===== src/rtl/dmem_req_pkg.sv =====
// Shared definitions for the data-memory requester: FSM state encoding and
// default sizes for the dmem port.
package dmem_req_pkg;

    localparam int DATA_W_DEF    = 32;
    localparam int ADDR_W_DEF    = 9;
    localparam int MEM_WORDS_DEF = 512;

    // One access walks IDLE -> READ|WRITE -> RESP -> IDLE
    typedef enum logic [1:0] {
        IDLE  = 2'd0,
        READ  = 2'd1,
        WRITE = 2'd2,
        RESP  = 2'd3
    } state_t;

endpackage


===== src/rtl/dmem_addr_map.sv =====
// Byte address to dmem word index translation.
// Optional feature macro: DMEM_RANGE_CHECK_EN
//   defined   : addr_err flags indices >= MEM_WORDS or nonzero upper address bits
//   undefined : addr_err is 0 and upper address bits wrap modulo 2^ADDR_W words
module dmem_addr_map #(
    parameter int ADDR_W    = 9,
    parameter int MEM_WORDS = 512
) (
    input  logic [31:0]       byte_addr,
    output logic [ADDR_W-1:0] word_index,
    output logic              addr_err
);

    // Word accesses only: the two byte-offset bits never select anything
    assign word_index = byte_addr[ADDR_W+1:2];

`ifdef DMEM_RANGE_CHECK_EN
    localparam logic [32:0] MEM_WORDS_W = 33'(MEM_WORDS);

    logic unused_offset;
    assign unused_offset = ^byte_addr[1:0];

    assign addr_err = (byte_addr[31:ADDR_W+2] != '0) ||
                      (33'(word_index) >= MEM_WORDS_W);
`else
    localparam int unused_mem_words = MEM_WORDS;

    logic unused_bits;
    assign unused_bits = ^{byte_addr[31:ADDR_W+2], byte_addr[1:0]};

    assign addr_err = 1'b0;
`endif

endmodule


===== src/rtl/dmem_requester.sv =====
// Initiator side of the data-memory port. Takes one load/store at a time from
// the MEM stage, performs a single-cycle level-sensitive dmem access and hands
// the result back on a valid/ready response channel.
// Optional feature macro: DMEM_RANGE_CHECK_EN (address range checking; errored
// requests skip the dmem access and answer one cycle earlier).
module dmem_requester
    import dmem_req_pkg::*;
#(
    parameter int DATA_W    = DATA_W_DEF,
    parameter int ADDR_W    = ADDR_W_DEF,
    parameter int MEM_WORDS = MEM_WORDS_DEF
) (
    input  logic              clk,
    input  logic              resetN,
    input  logic              reqValid,
    output logic              reqReady,
    input  logic              reqWrite,
    input  logic [31:0]       reqAddr,
    input  logic [DATA_W-1:0] reqData,
    output logic              respValid,
    input  logic              respReady,
    output logic [DATA_W-1:0] respData,
    output logic              respErr,
    output logic [ADDR_W-1:0] memReadAddress,
    output logic [ADDR_W-1:0] memWriteAddress,
    output logic [DATA_W-1:0] memWriteData,
    output logic              memReadWrite,
    input  logic [DATA_W-1:0] memReadData
);

    state_t            state;
    state_t            state_next;
    logic [ADDR_W-1:0] word_index;
    logic              addr_err;
    logic              accept;

    dmem_addr_map #(
        .ADDR_W    (ADDR_W),
        .MEM_WORDS (MEM_WORDS)
    ) u_addr_map (
        .byte_addr  (reqAddr),
        .word_index (word_index),
        .addr_err   (addr_err)
    );

    assign accept = (state == IDLE) && reqValid;

    // State register; reset returns to IDLE at once, abandoning any access
    always_ff @(posedge clk or negedge resetN) begin
        if (!resetN) begin
            state <= IDLE;
        end else begin
            state <= state_next;
        end
    end

    // Next state: one access cycle, then wait in RESP until the CPU takes it
    always_comb begin
        state_next = state;
        case (state)
            IDLE: begin
                if (reqValid) begin
                    if (addr_err) begin
                        state_next = RESP;
                    end else if (reqWrite) begin
                        state_next = WRITE;
                    end else begin
                        state_next = READ;
                    end
                end
            end
            READ:    state_next = RESP;
            WRITE:   state_next = RESP;
            RESP:    state_next = respReady ? IDLE : RESP;
            default: state_next = IDLE;
        endcase
    end

    // Handshake and write strobe are pure functions of state so reset kills them immediately
    always_comb begin
        reqReady     = (state == IDLE);
        respValid    = (state == RESP);
        memReadWrite = (state == WRITE);
    end

    // Mem address/data are captured at accept so they are stable before and during the strobe
    always_ff @(posedge clk or negedge resetN) begin
        if (!resetN) begin
            memReadAddress  <= '0;
            memWriteAddress <= '0;
            memWriteData    <= '0;
        end else if (accept && !addr_err) begin
            if (reqWrite) begin
                memWriteAddress <= word_index;
                memWriteData    <= reqData;
            end else begin
                memReadAddress  <= word_index;
            end
        end
    end

    // Response data: dmem read word for loads, zero for stores and errored requests
    always_ff @(posedge clk or negedge resetN) begin
        if (!resetN) begin
            respData <= '0;
        end else begin
            case (state)
                READ:    respData <= memReadData;
                WRITE:   respData <= '0;
                IDLE:    if (accept && addr_err) respData <= '0;
                default: respData <= respData;
            endcase
        end
    end

`ifdef DMEM_RANGE_CHECK_EN
    logic resp_err;

    // Error flag is decided at accept and held through RESP
    always_ff @(posedge clk or negedge resetN) begin
        if (!resetN) begin
            resp_err <= 1'b0;
        end else if (accept) begin
            resp_err <= addr_err;
        end
    end

    assign respErr = resp_err;
`else
    assign respErr = 1'b0;
`endif

endmodule


===== config.mk =====
export PLATFORM = sky130hd
export DESIGN_NAME = dmem_requester
export DESIGN_NICKNAME = d
export VERILOG_FILES = /design/src/rtl/dmem_req_pkg.sv /design/src/rtl/dmem_addr_map.sv /design/src/rtl/dmem_requester.sv
export SDC_FILE = /design/constraint.sdc
export NUM_CORES = 1
export LEC_CHECK = 0
export ABC_AREA = 1
export CORE_UTILIZATION = 35
export DETAILED_ROUTE_END_ITERATION = 7
export PLACE_DENSITY = 0.77
export SLEW_MARGIN = 5
export SYNTH_ARGS = -nofsm -noshare
export SYNTH_HDL_FRONTEND = slang
export SYNTH_SLANG_ARGS = --single-unit

===== constraint.sdc =====
create_clock -name clk -period 1.6 [get_ports clk]
set_clock_uncertainty 0.2 [all_clocks]
set_input_delay 0.32 -clock clk [delete_from_list [all_inputs] [get_ports clk]]
set_output_delay 0.32 -clock clk [all_outputs]
set_load 0.005 [all_outputs]

==> results.sh, run 1 <==
export IMPL_outcome="finished, violations left"
export IMPL_failed_checks="setup timing"
export IMPL_leakage_nw=3.07
export IMPL_finalMaxSlewViolations=0
export IMPL_critPathSlowestCell="dfrtp_1"
export IMPL_multi_input_area_um2=1200
export IMPL_endpoint="memWriteData[8]$_DFFE_PN0P_"
export IMPL_power_total_mw=10.3
export IMPL_yosys_area_top_type="dfrtp_1"
export IMPL_rsz0062_at_grt="yes"
export IMPL_hold_violations=0
export IMPL_syn_nets=471
export IMPL_synth_commonest_cells="nand2_1 (121), dfrtp_1 (84), inv_1 (51)"
export IMPL_swShare=0.367
export IMPL_synth_most_common_cell="nand2_1"
export IMPL_design_portCount=187
export IMPL_cts_inserted_buffers=9
export IMPL_crit_chain="buf_6 > inv_4 > ha_4 > buf_6 > nand3_4 > buf_4 > clkbuf_16 > nand2_1 > o21ai_2"
export IMPL_crit_path_frequent_cell="buf_6"
export IMPL_antenna_found_initial=0
export IMPL_path_depth=9
export IMPL_h_tree_depth=3
export IMPL_post_dp_hpwl_um=6170
export IMPL_dieArea_um2=10400
export IMPL_synth_seq_cells=84
export IMPL_cts_sinks=84
export IMPL_synthDistinctLibCells=16
export IMPL_period_minus_slack_ns=1.70
export IMPL_cts_root_buffer="clkbuf_8"
export IMPL_port_buffers=162
export IMPL_drt_iter0_drc=74
export IMPL_grt_usage=0.178
export IMPL_pwr_share_comb=0.506
export IMPL_hold_slack_ns=0.276
export IMPL_start_kind="flop"
export IMPL_num_antenna_cells=0
export IMPL_internal_power_mw=6.52
export IMPL_start_util=0.360
export IMPL_layout_drive_gt1_share=0.192
export IMPL_vias=3088
export IMPL_area_growth_pct=65.6
export IMPL_crit_required_ns=1.64
export IMPL_timing_final_ws_setup_ns=-0.0996
export IMPL_n_fill_cell=871
export IMPL_grt_max_degree=85
export IMPL_finalCritPeriodShare=1.06
export IMPL_pwr_density_cell_nw_per_um2=1780
export IMPL_nNetsFinal=661
export IMPL_clk_latency_ns=0.34
export IMPL_clkSlewWorstSetupHoldPaths_ns=0.08
export IMPL_hp_start="respData[11]$_DFFE_PN0P_"
export IMPL_drt_total_wl_um=9690
export IMPL_grt_pass1_vias=3051
export IMPL_syn_area_per_cell_um2=9.55
export IMPL_rr_worst_depth=9
export IMPL_rows=36
export IMPL_p_sw_mw=3.78
export IMPL_pwr_share_seq=0.357
export IMPL_fmax_ghz=0.588
export IMPL_viasPerCell=4.44
export IMPL_critPathKind="flop to flop"
export IMPL_r2r_end="memWriteData[8]$_DFFE_PN0P_"
export IMPL_rrSetupSlack_ns=-0.1
export IMPL_cp_startpoint="state[1]$_DFFE_PN0P_"
export IMPL_gp_congestion=0.724
export IMPL_path_delay_family="buffers and inverters"
export IMPL_clockBufferDepth=2
export IMPL_setup_violations=48
export IMPL_grt_overflow_total=0
export IMPL_worst_path_buf_inv=5
export IMPL_wl_per_cell_um=13.9
export IMPL_synth_top_cell_area_share=0.600
export IMPL_grt_pass1_wl_um=14200
export IMPL_maxCapViolCount=0
export IMPL_synth_area_um2=3500
export IMPL_synth_edff_count=0
export IMPL_drc=0
export IMPL_synth_area_leaders="dfrtp_1 (60%), nand2_1 (13%), o21ai_2 (7.8%), inv_1 (5.5%), nand3_1 (4.9%)"
export IMPL_min_path_cells=2
export IMPL_hp_class="flop to flop"
export IMPL_ys_seq_area_frac=0.600
export IMPL_synth_ff_type="dfrtp_1"
export IMPL_cp_end_kind="flop"
export IMPL_clkPwrFrac=0.137
export IMPL_chipWidth_um=102
export IMPL_irDropWorstVdd_mv=0.759
export IMPL_crit_fanout=7
export IMPL_critPathMaxStageDelay_ns=0.39
export IMPL_yosysWarnings=0
export IMPL_syn_inst=367
export IMPL_async_reset_ff_frac=1.00
export IMPL_die_height_um=102
export IMPL_drtAntennaViolNets=0
export IMPL_worstReg2RegStart="state[1]$_DFFE_PN0P_"
export IMPL_regArea_um2=2100
export IMPL_coreArea_um2=9730
export IMPL_cts_tree="done"
export IMPL_cp_arrival_ns=1.74
export IMPL_first_pass_iters=4
worst min path at each step:
stage | slack (ns) | end
global route | 0.30 | memWriteData[27]$_DFFE_PN0P_
finish | 0.28 | respData[11]$_DFFE_PN0P_
detailed placement | 0.20 | memWriteData[11]$_DFFE_PN0P_
CTS | 0.28 | respData[4]$_DFFE_PN0P_
floorplan | -0.18 | memReadAddress[0]$_DFFE_PN0P_
global placement | 0.19 | memWriteData[21]$_DFFE_PN0P_
kinds of logic after synthesis:
group / synth area share
buffers and inverters: 0.0975
adders and majority gates: 0.0107
and+or+nand+nor: 0.186
other: 0.00107
AOI/OAI and AO/OA: 0.105
DFF: 0.600
state kept, by name, indices dropped and copies added (netlist names):
register / flops
memWriteData: 32
respData: 32
memReadAddress: 9
memWriteAddress: 9
state: 2
tightest hold or removal path, stage by stage (launching register included):
cell and delay [ns]:
dfrtp_1 0.34, nand2_1 0.05, nand2_1 0.06
power by group through the flow:
stage	combinational (mW)	clock [mW]	sequential (mW)
final	5.21	1.41	3.68
after CTS	5.05	1.45	3.68
after detailed placement	5.26	0	3.71
after global routing	5.73	1.55	3.79
after global placement	5.07	0	3.67
after floorplan	2.15	0	3.76
placed cells by master, fill, tap and decap left out:
cell type and instances:
nand2_1 110, dfrtp_1 83, dlygate4sd2_1 82, clkdlybuf4s50_1 76, inv_1 48, o21ai_2 34
nand3_1 34, buf_4 19, o21ai_1 16, clkbuf_8 12, nand2_2 11, buf_6 6
buf_12 6, nand3_4 5, ha_4 3, clkbuf_1 3, inv_4 2, buf_16 2
clkbuf_16 2, buf_8 2, inv_2 1, conb_1 1, clkinv_2 1, dlygate4sd3_1 1
buf_2 1, dfrtp_2 1
routing by layer:
layer,GRT usage,wire length [µm]
met1,0.207,3970
met2,0.313,5070
met3,0.0280,436
met4,0.0956,225
met5,0,0
final cells by class:
class	count	area share
well taps	133	0.0287
repair buffers	197	0.338
flip-flops and latches	84	0.362
inverters	51	0.0339
multi-input cells	214	0.206
clock buffers	15	0.0304
clock inverters	1	0.000862
per-stage QoR:
step,worst slack (ns),util,instance area (µm²),instances,setup TNS [ns]
2_1_floorplan,0.0434,-,3500,367,0
3_3_place_gp,-0.0872,0.545,5300,652,-2.92
3_5_place_dp,-0.137,0.545,5300,652,-3.76
4_1_cts,-0.0953,0.580,5650,686,-1.29
5_1_grt,-0.158,0.596,5800,695,-5.65
6_report,-0.0996,0.596,5800,695,-2.41
timing repair:
action,4_1_cts,5_1_grt
pin swaps,0,4
setup buffers,16,5
hold buffers,1,0
gates cloned,2,5
gates resized for setup,121,24
setup endpoints to repair,126,87
hold endpoints to repair,84,0
(Power assumes the default switching activity.)
==> run 2, diff against run 1 <==
--- a/config.mk
+++ b/config.mk
@@ -8,6 +8,7 @@
 export ABC_AREA = 1
 export CORE_UTILIZATION = 35
 export DETAILED_ROUTE_END_ITERATION = 7
+export GPL_TIMING_DRIVEN = 0
 export PLACE_DENSITY = 0.77
 export SLEW_MARGIN = 5
 export SYNTH_ARGS = -nofsm -noshare
==> run 2 against run 1 <==
The flow still finishes with violations (setup timing); sequential power rose by 3%; die area is the same; combinational power is 4.8% higher; total power increased by 4.1%; non-clock buffer count grew 8; setup slack lost 0.017 ns; cell count up 0.72%; global-route usage up 0.15 points; critical endpoint is now respValid; largest cell class unchanged.
==> results.sh, run 2 (synthesis results as in run 1) <==
export IMPL_drtAntennaViolNets=0
export IMPL_h_tree_depth=3
export IMPL_cp_arrival_ns=1.20
export IMPL_viasPerCell=4.53
export IMPL_design_portCount=187
export IMPL_reg_top3="memWriteData x32, respData x32"
export IMPL_maxCapViolCount=0
export IMPL_grt_max_degree=51
export IMPL_grt_overflow_total=0
export IMPL_dieArea_um2=10400
export IMPL_start_kind="flop"
export IMPL_rsz0062_at_grt="yes"
export IMPL_die_height_um=102
export IMPL_layout_common_cells="dfrtp_1 (84), nand2_1 (82), clkdlybuf4s50_1 (76)"
export IMPL_grt_usage=0.179
export IMPL_drt_iter0_drc=78
export IMPL_place_ws_ns=-0.297
export IMPL_hold_slack_ns=0.263
export IMPL_clockBufferDepth=2
export IMPL_cts_inserted_buffers=9
export IMPL_outcome="finished, violations left"
export IMPL_post_dp_hpwl_um=6740
export IMPL_final_common_cell="dfrtp_1"
export IMPL_nNetsFinal=666
export IMPL_pwr_density_cell_nw_per_um2=1770
export IMPL_final_area_um2=6050
export IMPL_power_total_mw=10.7
export IMPL_drt_total_wl_um=9970
export IMPL_grt_pass1_wl_um=14200
export IMPL_irDropWorstVdd_mv=0.798
export IMPL_chipWidth_um=102
export IMPL_hp_class="primary input to async pin"
export IMPL_placedInstanceArea_um2=5320
export IMPL_cp_end_kind="output pin"
export IMPL_finish_utilization=0.621
export IMPL_dp_cells=663
export IMPL_start_util=0.360
export IMPL_finalSetupTns_ns=-1.90
export IMPL_grt_pass1_vias=2965
export IMPL_port_buffers=162
export IMPL_wl_per_cell_um=14.2
export IMPL_coreArea_um2=9730
export IMPL_setup_violations=44
export IMPL_finalCritPeriodShare=1.07
export IMPL_crit_required_ns=1.08
export IMPL_layout_drive_gt1_share=0.249
export IMPL_first_pass_iters=5
export IMPL_drc=0
export IMPL_critPathKind="flop to output pin"
export IMPL_vias=3174
export IMPL_crit_fanout=3
export IMPL_cts_tree="done"
export IMPL_finalMaxSlewViolations=0
export IMPL_leakage_nw=3.14
export IMPL_gp_congestion=0.731
export IMPL_fmax_ghz=0.583
export IMPL_clkSlewWorstSetupHoldPaths_ns=0.08
export IMPL_period_minus_slack_ns=1.72
export IMPL_hold_violations=0
export IMPL_cts_root_buffer="clkbuf_8"
export IMPL_failed_checks="setup timing"
export IMPL_cts_sinks=84
export IMPL_antenna_found_initial=0
export IMPL_rows=36
export IMPL_num_antenna_cells=0
export IMPL_clk_latency_ns=0.35
export IMPL_area_growth_pct=72.6
export IMPL_finalNonFillerCells=700
export IMPL_timing_final_ws_setup_ns=-0.117
run 2: final cells by class:
type                       count  area [µm²]
fill                         842        3680
sequential                    84        2100
timing repair buffer         186        1850
multi-input combinational    211        1330
buffer                        19         219
inverter                      51         191
tap                          133         166
clock buffer                  11         131
clock inverter                 5        52.6
run 2: worst max-delay path, stage by stage, from the launching register on:
cell and delay (ns):
dfrtp_1 0.43, buf_6 0.15, ha_4 0.16, buf_6 0.11
run 2: where the power goes:
| part | internal (mW) | switching, mW |
|---|---|---|
| clock network | 0.715 | 0.751 |
| logic | 2.87 | 2.59 |
| registers | 3.14 | 0.663 |
run 2: repair_timing:
action,4_1_cts,5_1_grt
setup endpoints to repair,167,76
pin swaps,1,1
hold buffers,1,0
resized for setup,108,108
gates cloned,0,6
endpoints found under the hold margin,34,0
setup buffers,12,4
run 2: path summary, 6_finish.rpt:
path	from	to	slack (ns)	cells past startpoint
setup / recovery	state[1]$_DFFE_PN0P_	respValid	-0.12	3
hold / removal	resetN	memWriteData[21]$_DFFE_PN0P_	0.26	2
setup reg to reg	state[0]$_DFFE_PN0P_	memWriteData[27]$_DFFE_PN0P_	-0.06	8
hold reg to reg	respData[21]$_DFFE_PN0P_	respData[21]$_DFFE_PN0P_	0.27	2
max in group asynchronous	resetN	memWriteData[8]$_DFFE_PN0P_	0.33	3
min in group clk	respData[21]$_DFFE_PN0P_	respData[21]$_DFFE_PN0P_	0.27	2
run 2: metal layers:
metal | global-route usage | wire length, µm
met1 | 0.205 | 3780
met2 | 0.305 | 5240
met3 | 0.0335 | 562
met4 | 0.120 | 389
met5 | 0 | 0
